$ cat config.mk
export PLATFORM = sky130hd
export DESIGN_NAME = load_store_unit
export DESIGN_NICKNAME = d
export VERILOG_FILES = /design/src/rtl/load_store_unit.sv
export SDC_FILE = /design/constraint.sdc
export NUM_CORES = 1
export LEC_CHECK = 0
export ABC_AREA = 0
export BUFFER_PORTS_ARGS = -buffer_cell sky130_fd_sc_hd__buf_2
export CORE_ASPECT_RATIO = 1.2
export CORE_MARGIN = 4
export CORE_UTILIZATION = 40
export DETAILED_ROUTE_END_ITERATION = 8
export PLACE_DENSITY = 0.73
export SETUP_SLACK_MARGIN = 0.02
export SYNTH_ARGS = -nofsm -noshare
export SYNTH_HDL_FRONTEND = slang
export SYNTH_SLANG_ARGS = --single-unit
$ cat constraint.sdc
create_clock -name clk -period 4.5 [get_ports clk]
set_clock_uncertainty 0.05 [all_clocks]
set_input_delay 0.225 -clock clk [delete_from_list [all_inputs] [get_ports clk]]
set_output_delay 0.225 -clock clk [all_outputs]
set_load 0.03 [all_outputs]
$ cat src/rtl/load_store_unit.sv
// Byte/half/word load-store unit between a core request port and a single-port data memory.
// Optional build macro LSU_MISALIGN_TRAP_EN: reject misaligned half/word accesses instead of aligning them.
module load_store_unit #(
  parameter int READ_LATENCY = 1
) (
  input  logic        clk,
  input  logic        rstn,
  input  logic        req_valid,
  output logic        req_ready,
  input  logic        req_we,
  input  logic [1:0]  req_size,
  input  logic        req_unsigned,
  input  logic [31:0] req_addr,
  input  logic [31:0] req_wdata,
  output logic        resp_valid,
  output logic [31:0] resp_rdata,
  output logic        resp_err,
  output logic [31:0] mem_addr,
  output logic [31:0] mem_din,
  output logic [3:0]  mem_we,
  input  logic [31:0] mem_dout
);

  localparam logic [1:0] SZ_BYTE = 2'b00;
  localparam logic [1:0] SZ_HALF = 2'b01;
  localparam logic [1:0] SZ_WORD = 2'b10;
  localparam logic [1:0] WAIT_INIT = 2'(READ_LATENCY - 1);

  typedef enum logic [2:0] {
    IDLE  = 3'd0,
    WRITE = 3'd1,
    READ  = 3'd2,
    WAIT  = 3'd3,
    RESP  = 3'd4
  } state_t;

  state_t      state;
  logic [1:0]  size_q;
  logic        uns_q;
  logic [1:0]  lane_q;
  logic [1:0]  wait_cnt;

  logic        req_fire;
  logic        req_err;
  logic [1:0]  eff_lane;
  logic [3:0]  store_be;
  logic [31:0] store_dat;

  logic [7:0]  ld_byte;
  logic [15:0] ld_half;
  logic [31:0] ld_ext;

  assign req_ready = (state == IDLE);
  assign req_fire  = req_valid && req_ready;

  // Request decode: legality, effective lane after alignment, store lanes and replicated data.
  always_comb begin
    req_err   = (req_size == 2'b11);
    eff_lane  = req_addr[1:0];
    store_be  = 4'b0000;
    store_dat = req_wdata;
`ifdef LSU_MISALIGN_TRAP_EN
    if ((req_size == SZ_HALF && req_addr[0]) ||
        (req_size == SZ_WORD && req_addr[1:0] != 2'b00))
      req_err = 1'b1;
`else
    if (req_size == SZ_HALF)
      eff_lane = {req_addr[1], 1'b0};
    else if (req_size == SZ_WORD)
      eff_lane = 2'b00;
`endif
    case (req_size)
      SZ_BYTE: begin
        store_be  = 4'b0001 << eff_lane;
        store_dat = {4{req_wdata[7:0]}};
      end
      SZ_HALF: begin
        store_be  = 4'b0011 << {eff_lane[1], 1'b0};
        store_dat = {2{req_wdata[15:0]}};
      end
      SZ_WORD: begin
        store_be  = 4'b1111;
        store_dat = req_wdata;
      end
      default: begin
        store_be  = 4'b0000;
        store_dat = req_wdata;
      end
    endcase
  end

  // Load lane select and extension from the raw memory word.
  always_comb begin
    ld_byte = 8'h00;
    ld_half = lane_q[1] ? mem_dout[31:16] : mem_dout[15:0];
    case (lane_q)
      2'd0:    ld_byte = mem_dout[7:0];
      2'd1:    ld_byte = mem_dout[15:8];
      2'd2:    ld_byte = mem_dout[23:16];
      default: ld_byte = mem_dout[31:24];
    endcase
    case (size_q)
      SZ_BYTE: ld_ext = uns_q ? {24'h0, ld_byte} : {{24{ld_byte[7]}}, ld_byte};
      SZ_HALF: ld_ext = uns_q ? {16'h0, ld_half} : {{16{ld_half[15]}}, ld_half};
      default: ld_ext = mem_dout;
    endcase
  end

  always_ff @(posedge clk) begin
    if (!rstn) begin
      state      <= IDLE;
      size_q     <= 2'b00;
      uns_q      <= 1'b0;
      lane_q     <= 2'b00;
      wait_cnt   <= 2'b00;
      resp_valid <= 1'b0;
      resp_err   <= 1'b0;
      resp_rdata <= 32'h0;
      mem_addr   <= 32'h0;
      mem_din    <= 32'h0;
      mem_we     <= 4'b0000;
    end else begin
      case (state)
        IDLE: begin
          resp_valid <= 1'b0;
          resp_err   <= 1'b0;
          resp_rdata <= 32'h0;
          mem_we     <= 4'b0000;
          if (req_fire) begin
            size_q <= req_size;
            uns_q  <= req_unsigned;
            lane_q <= eff_lane;
            if (req_err) begin
              // Rejected accesses never touch memory and complete on the next cycle.
              state      <= RESP;
              resp_valid <= 1'b1;
              resp_err   <= 1'b1;
            end else if (req_we) begin
              state    <= WRITE;
              mem_addr <= {req_addr[31:2], 2'b00};
              mem_din  <= store_dat;
              mem_we   <= store_be;
            end else begin
              state    <= READ;
              mem_addr <= {req_addr[31:2], 2'b00};
            end
          end
        end
        WRITE: begin
          state      <= RESP;
          mem_we     <= 4'b0000;
          resp_valid <= 1'b1;
          resp_err   <= 1'b0;
          resp_rdata <= 32'h0;
        end
        READ: begin
          state    <= WAIT;
          wait_cnt <= WAIT_INIT;
        end
        WAIT: begin
          if (wait_cnt == 2'd0) begin
            state      <= RESP;
            resp_valid <= 1'b1;
            resp_err   <= 1'b0;
            resp_rdata <= ld_ext;
          end else begin
            wait_cnt <= wait_cnt - 2'd1;
          end
        end
        RESP: begin
          state      <= IDLE;
          resp_valid <= 1'b0;
          resp_err   <= 1'b0;
          resp_rdata <= 32'h0;
        end
        default: begin
          state      <= IDLE;
          resp_valid <= 1'b0;
          mem_we     <= 4'b0000;
        end
      endcase
    end
  end

endmodule

==> summary.md <==
| Metric | Value |
|---|---|
| Mean instance size in the synthesized netlist | 8.43 sq um |
| TritonCTS clock tree | yes |
| Final core utilization | 0.517 |
| Fillers | 1,231 |
| Flip-flop and latch count after synthesis | 110 |
| Nature of the critical path startpoint | flip-flop |
| Setup slack of the worst register-to-register path | 2.07 ns |
| Cell chosen for the clock root | clkbuf_16 |
| Total leakage power | 2.76 nW |
| Leading area contributor after synthesis | dfxtp_1 |
| Type of the most critical hold path | in -> reg |
| Max-slew violation count | 0 |
| RSZ-0062 raised after global routing | no |
| Max VDD drop | 0.182 mV |
| Commonest non-fill, non-tap cell in the layout | buf_2 |
| DRC | 0 |
| Global-route wire length before repair | 23,700 um |
| Final setup viols | 0 |
| Aggregate global-route resource usage | 0.194 |
| Height of the die | 131 um |
| Deepest clock path buffer count | 2 |
| Maximum level of the CTS H-tree | 3 |
| Hold_buf cts | 0 |
| Post-DP HPWL | 10,800 um |
| Core region area | 0.0123 sq mm |
| Clk pin slew, worst setup/hold paths | 0.07 ns |
| Classification of the worst setup path | reg -> reg |
| Number of buffers created by CTS | 9 |
| Total Power | 2.28 mW |
| Post-layout net count | 871 |
| Final-report hold violation count | 0 |
| Antenna violations before repair | 0 |
| Worst skew pair latency | 0.34 ns |
| Ratio of cells with drive above 1 in the final layout | 0.326 |
| Required time at the worst-slack endpoint | 4.71 ns |
| Synthesized instance count | 603 |
| Residual overflow from global routing | 0 |
| Number of warnings reported in the yosys synthesis log | 0 |
| Total negative setup slack | 0 ns |
| Pin count of the biggest net entering global routing | 91 |
| Number of cells upsized or downsized after cts | 0 |
| Relative max-transition margin | 0.227 |
| Commonest non-fill, non-tap cells in the layout | buf_2 (203), nand2_1 (126), dfxtp_1 (110), a21oi_1 (80), nor2_1 (30) |
| Number of routed nets with antenna violations | 0 |
| Number of enable-type register cells in the synthesized netlist | 0 |
| Setup bufs post-CTS | 0 |
| Power Density | 359 mW/mm^2 |
| Critical path fanouts, max | 22 |
| Max Clock Freq | 0.412 GHz |
| Fraction of synthesized cell area taken by the top area cell type | 0.433 |
| Area growth from synthesis to layout | 24.7% |
| Port Buffer Count | 203 |
| Final worst path period share | 0.539 |
| Number of iterations in the first detailed-routing pass | 4 |
| Post-synth design cell area | 0.00508 sq mm |
| CP endpoint kind | flip-flop |
| Initial core utilization | 0.414 |
| Proportion of synthesized chip area in sequential cells | 0.433 |
| Antenna diode count | 0 |
| Critical path arrival | 2.64 ns |
| Number of design-rule violations left by the first detailed-router iteration | 338 |
| Tmin final | 2.43 ns |
| Std cell rows | 44 |
| Share of synthesized registers carrying an async set or reset | 0 |
| Status | finished clean |
| Count of clock tree sinks | 110 |
| Final routed wirelength across all metal layers | 14,800 um |
| Floorplan die area | 0.0146 sq mm |
| Wire per inst | 15.9 um |
| Number of violations of the max-capacitance limit | 0 |
| Top flip-flop cell by instance count after synthesis | dfxtp_1 |
| Vias in the first global route | 4,613 |
| Cell variety after synth | 61 |
| Via count | 4,915 |
| Number of placed I/O pins | 206 |
| Vias/cell | 5.27 |
| Die outline width | 111 um |
| Measured slew at the worst slew-check pin | 1.16 ns |
| Top area cells in the synthesized netlist | dfxtp_1 (43%), nand2_1 (9.3%), a21oi_1 (7.9%) |
| Final RePlAce weighted congestion | 0.838 |
[path summary, 6_finish.rpt]
kind / from / end / cells past startpoint
max: size_q[1]$_SDFFE_PN0P_ / resp_rdata[30]$_SDFFE_PN0P_ / 4
min: req_addr[3] / mem_addr[3]$_SDFFE_PN0P_ / 3
max reg2reg: size_q[1]$_SDFFE_PN0P_ / resp_rdata[30]$_SDFFE_PN0P_ / 4
min reg2reg: mem_din[30]$_SDFFE_PN0P_ / mem_din[30]$_SDFFE_PN0P_ / 2
[critical path, stage by stage, from the launching register on]
cell and delay (ns):
dfxtp_1 0.83, inv_1 0.47, nor3_4 0.67, a22oi_1 0.15, a21oi_1 0.17
[per-stage QoR]
| step | hold WS [ns] | cell area [sq um] | setup WS (ns) | cells |
|---|---|---|---|---|
| 6_report | 0.0628 | 6340 | 2.07 | 933 |
| 5_1_grt | 0.0494 | 6340 | 1.81 | 933 |
| 4_1_cts | 0.0486 | 6340 | 2.10 | 933 |
| 3_5_place_dp | 0.395 | 6050 | 2.06 | 917 |
| 3_3_place_gp | 0.389 | 6050 | 2.09 | 917 |
| 2_1_floorplan | 0.297 | 5090 | 2.84 | 604 |
[cell families after synthesis]
logic type               Yosys count  synth area share
other                              1          0.000738
flip-flops                       110             0.433
adder cells (fa/ha/maj)            1           0.00246
buffers and inverters             62            0.0605
multiplexers                      25            0.0509
AND/OR/NAND/NOR                  209             0.189
AO/OA/AOI/OAI                    195             0.263
[layout make-up]
| cell class | count | area, sq um | area share |
|---|---|---|---|
| clock inverter | 5 | 42.5 | 0.00671 |
| clock buffer | 11 | 253 | 0.0399 |
| timing repair buffer | 205 | 1030 | 0.163 |
| multi-input combinational | 432 | 2580 | 0.406 |
| tap | 161 | 201 | 0.0318 |
| inverter | 9 | 33.8 | 0.00533 |
| sequential | 110 | 2200 | 0.347 |
[registers in the layout, summed over array words and instances (netlist names)]
| register | count |
|---|---|
| lane_q | 2 |
| mem_addr | 30 |
| mem_din | 32 |
| mem_we | 4 |
| resp_err | 1 |
| resp_rdata | 32 |
| resp_valid | 1 |
| size_q | 2 |
| state | 3 |
| uns_q | 1 |
| wait_cnt | 2 |
[power breakdown]
group          internal, mW  switching (mW)
registers              1.02          0.0409
logic                 0.153           0.287
clock network         0.411           0.364
[routing by layer]
| metal | GRT usage | wire length (um) |
|---|---|---|
| met1 | 0.258 | 6490 |
| met2 | 0.304 | 6880 |
| met3 | 0.0437 | 973 |
| met4 | 0.0835 | 446 |
| met5 | 0 | 0 |
[synth_stat cells, types with 2 or more instances]
| master | number |
|---|---|
| buf_6 | 4 |
| nor2b_1 | 4 |
| o21a_1 | 2 |
| and2_1 | 3 |
| a22oi_1 | 19 |
| mux2_2 | 7 |
| o21ai_1 | 3 |
| o21ai_0 | 22 |
| nor3_2 | 2 |
| a32o_1 | 13 |
| nand2b_1 | 11 |
| o2bb2ai_1 | 3 |
| clkbuf_1 | 23 |
| and3_1 | 2 |
| inv_1 | 8 |
| nor2_1 | 30 |
| nand3_1 | 5 |
| and3b_1 | 7 |
| o2111ai_1 | 2 |
| nand2_1 | 126 |
| dfxtp_1 | 110 |
| buf_4 | 6 |
| a211oi_1 | 14 |
| a31oi_1 | 3 |
| mux2i_1 | 18 |
| o21bai_1 | 6 |
| a21oi_1 | 80 |
| nor3_1 | 6 |
| buf_1 | 2 |
| o211ai_1 | 4 |
| a311oi_2 | 7 |
| buf_2 | 17 |
| o211ai_2 | 4 |
| or3_1 | 3 |
Power figures use the tool's default switching activity.
